<file path="src/rtl/r30_field_pkg.sv">
// Shared constants and helpers for the Rule 30 field engine.
package r30_field_pkg;

    // Value read for cells beyond either edge of the field.
    localparam logic zero_bound = 1'b0;

    // Counter width able to hold 0..d, never narrower than one bit.
    function automatic int cnt_width(input int d);
        if (d < 1) begin
            return 1;
        end
        return $clog2(d + 1);
    endfunction

endpackage

</file>
<file path="src/rtl/r30_step.sv">
// One Rule 30 generation over an N-cell field with zero-valued edges.
module r30_step
    import r30_field_pkg::*;
#(
    parameter int N = 128
) (
    input  logic [N-1:0] cur,
    output logic [N-1:0] nxt
);

    // ext[i+1] holds cur[i]; ext[0] and ext[N+1] are the fixed edge cells.
    logic [N+1:0] ext;

    assign ext = {zero_bound, cur, zero_bound};

    for (genvar i = 0; i < N; i++) begin : g_cell
        assign nxt[i] = ext[i+2] ^ (ext[i+1] | ext[i]);
    end

endmodule

</file>
<file path="src/rtl/r30_field.sv">
// Runs D Rule 30 generations on a captured seed and reports the result with a done pulse.
module r30_field
    import r30_field_pkg::*;
#(
    parameter int N = 128,
    parameter int D = 256
) (
    input  logic         clk,
    input  logic         rst_n,
    input  logic         start,
    input  logic [N-1:0] seed,
    output logic [N-1:0] final_state,
    output logic         busy,
    output logic         done
);

    localparam int CW = cnt_width(D);

    logic [N-1:0]  state;
    logic [N-1:0]  nxt;
    logic [CW-1:0] cnt;

    r30_step #(
        .N (N)
    ) u_step (
        .cur (state),
        .nxt (nxt)
    );

    always_ff @(posedge clk or negedge rst_n) begin
        if (!rst_n) begin
            state       <= '0;
            final_state <= '0;
            cnt         <= '0;
            busy        <= 1'b0;
            done        <= 1'b0;
        end else begin
            done <= 1'b0;
            if (busy) begin
                state <= nxt;
                cnt   <= cnt - CW'(1);
                // Last generation: publish it and free the engine for a new start.
                if (cnt == CW'(1)) begin
                    final_state <= nxt;
                    done        <= 1'b1;
                    busy        <= 1'b0;
                end
            end else if (start) begin
                state <= seed;
                cnt   <= CW'(D);
                if (D == 0) begin
                    final_state <= seed;
                    done        <= 1'b1;
                end else begin
                    busy <= 1'b1;
                end
            end
        end
    end

endmodule

</file>
<file path="config.mk">
export PLATFORM = sky130hd
export DESIGN_NAME = r30_field
export DESIGN_NICKNAME = d
export VERILOG_FILES = /design/src/rtl/r30_field_pkg.sv /design/src/rtl/r30_step.sv /design/src/rtl/r30_field.sv
export SDC_FILE = /design/constraint.sdc
export NUM_CORES = 1
export LEC_CHECK = 0
export ABC_CLOCK_PERIOD_IN_PS = 1700
export CORE_MARGIN = 2
export CORE_UTILIZATION = 48
export DETAILED_ROUTE_END_ITERATION = 7
export HOLD_SLACK_MARGIN = 0.02
export PLACE_DENSITY_LB_ADDON = 0.05
export SLEW_MARGIN = 20
export SYNTH_ARGS = -nofsm -noshare
export SYNTH_HDL_FRONTEND = slang
export SYNTH_SLANG_ARGS = --single-unit
</file>
<file path="constraint.sdc">
create_clock -name clk -period 1.7 [get_ports clk]
set_input_delay 0.34 -clock clk [delete_from_list [all_inputs] [get_ports clk]]
set_output_delay 0.34 -clock clk [all_outputs]
set_load 0.02 [all_outputs]
</file>
**Word level (Yosys, flattened, before mapping)**

Index checks and enable logic that the tools add are counted.

- Reduce and logical (&&, ||, !) cells: 2
- $add $sub $neg: 1
- Bitwise gates (word level): 254
- Equality and inequality tests: 1
- Muxes and demuxes: 9

Operators with widths:

| operator | count |
|---|---|
| 2-to-1 mux 128 bit | 2 |
| bitwise OR 1 bit | 127 |
| bitwise XOR 1 bit | 127 |
| 2-to-1 mux 9 bit | 2 |
| == test 9 x 1 -> 1 bit (second input constant) | 1 |
| subtractor 9 x 1 -> 9 bit (second input constant) | 1 |
| 2-to-1 mux 1 bit | 5 |
| AND reduction 2 bit | 1 |
| nonzero test 2 bit | 1 |

- Logic and storage cells: 272
- Input bits: 131
- Register bits: 267
- Output and inout port bits: 130

**Logic depth before layout (Yosys ltp)**

Gate-level depths: netlist of run 1.

- Depth after elaboration: 3
- Mapped depth: 8
- Mapped depth without buffers: 5

**By module**

Synthesis of run 1 repeated with hierarchy kept, for this count alone.

- Cells, all modules: 1139
- Area total of the unflattened synthesis: 13330.3 um^2

Modules (own cells, without submodules):

| module | seq. area each (um^2) | area each (um^2) | times used | cells an instance |
|---|---|---|---|---|
| r30_field | 6681.4 | 11731.3 | 1 | 884 |
| r30_step | 0.0 | 1599.0 | 1 | 255 |

**Least setup slack after synthesis of run 1**

No wires, ideal clock.

- Kind: register to register
- From: register busy
- To: register final_state[100]
- Library setup time: 0.125 ns
- Stages on the path, launching flop included: 8
- Clock period less this slack: 1.789 ns
- Arrival: 1.664 ns
- Setup slack: -0.089 ns
- Cell sequence: dfrtp_1 clkbuf_1 nor2b_1 and3_1 buf_4 buf_12 buf_12 mux2_4

- Longest elaborated chain between the ends: 1

Ends and longest elaborated chain:

| element | RTL line | text |
|---|---|---|
| start, declared | r30_field.sv:13 | `output logic busy,` |
| start signal, assigned | r30_field.sv:35 | `busy <= 1'b0;` |
| start signal, assigned | r30_field.sv:46 | `busy <= 1'b0;` |
| start signal, assigned | r30_field.sv:55 | `busy <= 1'b1;` |
| AND reduction 2 bit (no source line) | n/a |  |
| end signal, assigned | r30_field.sv:44 | `final_state <= nxt;` |
| end, declared | r30_field.sv:12 | `output logic [N-1:0] final_state,` |

No other way between the ends.
A chain may end at the register's enable or synchronous reset.

**Worst setup path in the final report of run 1**

- From: register cnt[1]
- To: register final_state[67]

- Longest elaborated chain between the ends: 2

Ends and longest elaborated chain:

| element | RTL line | text |
|---|---|---|
| start, declared | r30_field.sv:21 | `logic [CW-1:0] cnt;` |
| start signal, assigned | r30_field.sv:41 | `cnt <= cnt - CW'(1);` |
| start signal, assigned | r30_field.sv:50 | `cnt <= CW'(D);` |
| == test 9 x 1 -> 1 bit | r30_field.sv:43 | `if (cnt == CW'(1)) begin` |
| AND reduction 2 bit (no source line) | n/a |  |

No other way between the ends.

==> results.py, run 1 <==
metrics = {
    "layout": {
        "multi_input_area_mm2": 0.006450,
        "fillers": 2255,
        "n_antenna_cell": 0,
        "utilization": 0.6521,
        "design_area_mm2": 0.01812,
        "drive_above_1_share": 0.1634,
        "area_delta_synth_final_pct": 34.10,
        "nets": 1583,
        "regArea_mm2": 0.006686,
    },
    "run_status": {
        "violations": "setup timing",
        "outcome": "finished, violations left",
    },
    "synth": {
        "netlist_top_cells_area": "dfrtp_1 (49%), mux2i_1 (9.5%), mux2_4 (9.4%)",
        "synthTopCellsByCount": "dfrtp_1 (267), nor2_1 (239), mux2i_1 (128)",
        "synth_area_mm2": 0.01351,
        "syn_nets": 1291,
        "yosysWarnings": 0,
        "synthDominantCellAreaShare": 0.4946,
        "netlist_instances": 1157,
        "yosys.area.top_type": "dfrtp_1",
        "synth-seq-cells": 267,
        "synth_cell_types": 37,
        "syn_area_per_cell_um2": 11.68,
        "yosysMostFrequentCell": "dfrtp_1",
        "ys.flop_type": "dfrtp_1",
        "synth_edf_count": 0,
        "async_reset_ff_frac": 1.000,
        "yosysSeqAreaShare": 0.4946,
    },
    "grt": {
        "overflow": 0,
        "antenna_found_initial": 1,
        "grt_pass1_vias": 9473,
        "grt_use_total": 0.2122,
        "grt_start_max_net_pins": 111,
        "grt_pass1_wl_mm": 50.18,
    },
    "routing": {
        "drt_wl_total_mm": 31.74,
        "drc": 0,
        "wire_per_inst_um": 17.19,
        "drt-vias-per-instance": 5.033,
        "ant_nets": 0,
        "vias": 9296,
        "first_pass_iters": 4,
        "first_iter_violations": 404,
    },
    "timing": {
        "finalWorstSetupSlack_ps": -186.9,
        "rsz0062_at_grt": "true",
        "finalHoldViolations": 0,
        "period_needed_ps": 1887,
        "tightestPinTransition_ps": 503.6,
        "setup_viol": 128,
        "period_share": 1.110,
        "finClkSkew_ps": 10.25,
        "fmax_mhz": 530.0,
        "final_max_slew_viol_count": 0,
        "slew_headroom": 0.6612,
    },
    "setup_path": {
        "critPathRequiredTime_ps": 2120,
        "start_kind": "flip-flop",
        "crit_fanout": 8,
        "end_kind": "flip-flop",
        "critPathKind": "flip-flop to flip-flop",
        "worstPathArrival_ps": 2310,
    },
    "place": {
        "place_area_mm2": 0.01669,
        "routabilityCongestion": 0.7806,
        "dp_hpwl_mm": 21.29,
        "port_buffers": 260,
    },
    "die": {
        "fp.dieH_um": 171.8,
        "rows": 61,
        "dieArea_mm2": 0.02950,
        "core_region_area_mm2": 0.02778,
        "ioPinCount": 261,
        "start_util": 0.4863,
        "die_w_um": 171.8,
    },
    "worst_hold_path": {
        "min_path_type": "primary input to flip-flop",
    },
    "power": {
        "ir_drop_mv": 0.9000,
        "pwr_density_cell_mw_per_mm2": 1871,
        "p_leak_nw": 9.011,
    },
    "clock_tree": {
        "clockBufferDepth": 3,
        "cts_max_level": 1,
        "clockRootBuffer": "clkbuf_16",
        "clkTransAtPathRegs_ps": 60,
        "cts_made_buffers": 31,
        "clock_latency_ps": 540,
        "cts_tree": "yes",
        "cts_sinks": 267,
    },
    "flow_run": {
        "cap_violations": 0,
    },
}
==> where the power goes <==
group          leakage [nW]  switching [mW]  total (mW)  internal [mW]
Clock                 0.491            2.59        6.57           3.98
Combinational          5.15            6.67        14.9           8.23
Sequential             3.37            2.96        12.4           9.46
==> final cells by class <==
type / count / area share
timing repair buffer: 323 / 0.1893
sequential: 267 / 0.3691
clock buffer: 42 / 0.04786
clock inverter: 11 / 0.007459
multi-input combinational: 806 / 0.3560
inverter: 20 / 0.004144
tap: 378 / 0.02611
==> logic make-up after synthesis <==
logic type                 synth area share
AOI/OAI and AO/OA                   0.08363
xor gates and xnor gates            0.08299
adders and majority gates          0.002779
buffers and inverters               0.03890
DFF                                  0.4946
muxes                                0.2143
and+or+nand+nor                     0.08280
==> cells in the final DEF (no fill, tap or decap), drive strengths merged, types with 2 or more instances in the layout <==
master         count
dlygate4sd2      128
nor2             239
ha                 3
or4                2
nor2b             14
a211oi            13
nor3b              2
nand3              2
a21oi             16
clkbuf            46
a21o             111
and3               2
clkinvlp           2
o22ai              3
o211ai             2
mux2i            128
o21ai              6
dfrtp            267
a311o              2
nand2              9
clkdlybuf4s50    128
clkinv             6
inv               20
buf               61
xnor2            115
mux2             115
bufinv             3
xor2              13
==> state kept, by name, indices dropped and copies added (netlist names) <==
register	flops
final_state	128
state	128
cnt	9
busy	1
done	1
==> worst max-delay path, stage by stage (launching register included) <==
cell and delay, ps:
dfrtp_1 390, inv_2 80, ha_4 120, nor4b_4 190, and3_4 290, buf_12 200
clkbuf_16 200, mux2_4 290
==> metal layers <==
| layer | track usage | routed length, µm | up-vias |
|---|---|---|---|
| li1 | - | - | 4507 |
| met1 | 0.3003 | 14850 | 4546 |
| met2 | 0.3506 | 14850 | 205 |
| met3 | 0.02830 | 1475 | 38 |
| met4 | 0.04494 | 565 | 0 |
| met5 | 0 | 0 | - |
==> per-stage QoR <==
stage | std cells | setup slack [ps] | setup TNS, ps | hold WS, ps | power, mW
floorplan | 1157 | -59.22 | -5026 | 44.41 | 22.56
global placement | 1773 | -83.16 | -6351 | 208.0 | 27.55
global route | 1847 | -245.0 | -23970 | 159.9 | 36.24
finish | 1847 | -186.9 | -15350 | 184.4 | 33.89
CTS | 1836 | -197.2 | -16910 | 159.7 | 34.03
detailed placement | 1773 | -181.4 | -18740 | 206.3 | 27.90
==> what timing repair did <==
item                                    CTS  global route
resized for setup                       179            17
hold buffers                              1             0
cloned                                    5             4
endpoints found under the setup margin  256           132
endpoints found under the hold margin   209             0
pin swaps                                 0             4
setup buffers                             5             9
==> worst paths after layout <==
kind                                       from               to  slack [ps]  cells after the start
worst max-delay path                     cnt[1]  final_state[67]        -190                      7
worst min-delay path                      start           cnt[1]         180                      2
worst max register to register           cnt[1]  final_state[67]        -190                      7
worst min register to register  final_state[56]  final_state[56]         510                      1
max in group asynchronous                 rst_n        state[14]         750                      3
min in group asynchronous                 rst_n        state[69]         250                      2
Power figures use the tool's default switching activity.
==> run 2: changes to the inputs <==
ABC_CLOCK_PERIOD_IN_PS = 2200   (was 1700)
CORE_UTILIZATION = 55   (was 48)
clock period = 2.2 ns   (was 1.7 ns; I/O delays follow)
==> run 2 against run 1 <==
The run now ends clean. Via count is 2.0% lower. Combinational power fell by 21%. Core utilization increased by 6.8 points. Wire length shrank 7.2%. Critical path depth shrank 6. Largest cell class unchanged. Global-route usage increased by 1.8 points.
==> results.py, run 2 (synthesis results as in run 1) <==
metrics = {
    "setup_path": {
        "slowest_stage": "clkdlybuf4s50_1",
        "critPathRequiredTime_ps": 1760,
        "critPathKind": "flip-flop to output port",
        "critPathTopFamily": "buffers and inverters",
        "worstPathArrival_ps": 1690,
        "path_buf_inv": 1,
        "crit_fanout": 11,
        "critPathMaxStageDelay_ps": 650,
        "start_kind": "flip-flop",
        "crit_chain": "clkdlybuf4s50_1",
        "end_kind": "output port",
    },
    "clock_tree": {
        "cts_resized": 0,
        "clockBufferDepth": 3,
        "clockRootBuffer": "clkbuf_16",
        "clkTransAtPathRegs_ps": 60,
        "cts_hold_buf": 1,
        "cts_made_buffers": 29,
        "post_cts.repair.setup_buffers": 0,
        "cts_sinks": 267,
        "clock_latency_ps": 540,
        "cts_tree": "yes",
        "cts_max_level": 1,
    },
    "place": {
        "dp_worst_setup_slack_ps": 156.2,
        "dp_hpwl_mm": 20.20,
        "port_buffers": 260,
        "routabilityCongestion": 0.8113,
        "place_area_mm2": 0.01637,
    },
    "layout": {
        "top_regs": "final_state: 128 flops, state: 128 flops, cnt: 9 flops",
        "nets": 1537,
        "area_delta_synth_final_pct": 29.22,
        "layout.cells.most_common": "dfrtp_1",
        "drive_above_1_share": 0.1326,
        "n_antenna_cell": 0,
        "utilization": 0.7199,
        "mostFrequentLayoutCells": "dfrtp_1 (266), clkdlybuf4s50_1 (258), nor2_1 (239)",
        "design_area_mm2": 0.01746,
    },
    "grt": {
        "antenna_found_initial": 0,
        "overflow": 0,
        "grt_use_total": 0.2298,
        "grt_pass1_vias": 9343,
        "grt_pass1_wl_mm": 48.64,
        "grt_start_max_net_pins": 151,
    },
    "routing": {
        "ant_nets": 0,
        "wire_per_inst_um": 16.84,
        "drt-vias-per-instance": 5.207,
        "first_iter_violations": 510,
        "drt_wl_total_mm": 29.46,
        "vias": 9107,
        "first_pass_iters": 4,
        "drc": 0,
    },
    "timing": {
        "hold_ws_ps": 310.6,
        "final_max_slew_viol_count": 0,
        "period_needed_ps": 2125,
        "setup-tns-final_ps": 0,
        "finalHoldViolations": 0,
        "period_share": 0.9660,
        "tightestPinTransition_ps": 1080,
        "slew_headroom": 0.2802,
        "finalWorstSetupSlack_ps": 74.79,
        "setup_viol": 0,
        "rsz0062_at_grt": "false",
        "fmax_mhz": 470.5,
        "finClkSkew_ps": 7.579,
    },
    "power": {
        "pwr_density_cell_mw_per_mm2": 1528,
        "p_leak_nw": 8.130,
        "ir_drop_mv": 0.7598,
    },
    "die": {
        "ioPinCount": 261,
        "rows": 57,
        "dieArea_mm2": 0.02583,
        "start_util": 0.5571,
        "core_region_area_mm2": 0.02425,
        "die_w_um": 160.7,
        "fp.dieH_um": 160.7,
    },
    "flow_run": {
        "cap_violations": 0,
    },
    "run_status": {
        "outcome": "complete, no violations",
    },
    "worst_hold_path": {
        "min_path_type": "primary input to flip-flop",
    },
}
run 2: cell count changes in the layout (fill, tap and decap cells not counted), sizes merged:
cell	delta
buf	-41
bufinv	+5
clkbuf	-9
clkdlybuf4s15	-1
clkdlybuf4s50	+130
clkinv	+2
clkinvlp	-2
dlygate4sd2	-128
run 2: cell type report:
cell class	instances	area (µm²)
Inverter	20	75.07
Multi-Input combinational cell	806	6307
Tap cell	324	405.4
Fill cell	1729	6792
Clock inverter	16	284.0
Sequential cell	267	6685
Clock buffer	37	795.8
Timing Repair Buffer	279	2904
run 2: worst paths after layout:
path	from	to	slack (ps)	depth (start not counted)
max in group asynchronous	rst_n	busy	1190	3
worst max register to register	cnt[1]	final_state[17]	160	6
worst min register to register	final_state[72]	final_state[72]	510	1
worst max-delay path	busy	busy	70	1
min in group asynchronous	rst_n	final_state[84]	370	2
worst min-delay path	start	cnt[1]	310	2
run 2: power breakdown:
part | switching [mW] | total, mW | internal, mW
Clock | 1.97 | 5.45 | 3.48
Sequential | 2.27 | 9.57 | 7.30
Combinational | 5.00 | 11.7 | 6.65
Total | 9.24 | 26.7 | 17.4
run 2: metrics by stage:
step | cells | power, mW
after floorplan | 1157 | 17.44
after global placement | 1695 | 20.97
after detailed placement | 1695 | 21.33
after CTS | 1749 | 26.95
after global routing | 1749 | 28.40
final | 1749 | 26.68
run 2: routing by layer:
layer	share of wire	vias to the layer above	wire, µm	GRT usage
li1	-	4420	-	-
met1	0.46	4441	13500	0.3234
met2	0.47	206	13770	0.3752
met3	0.054	40	1578	0.03745
met4	0.021	0	612	0.05844
met5	0	-	0	0
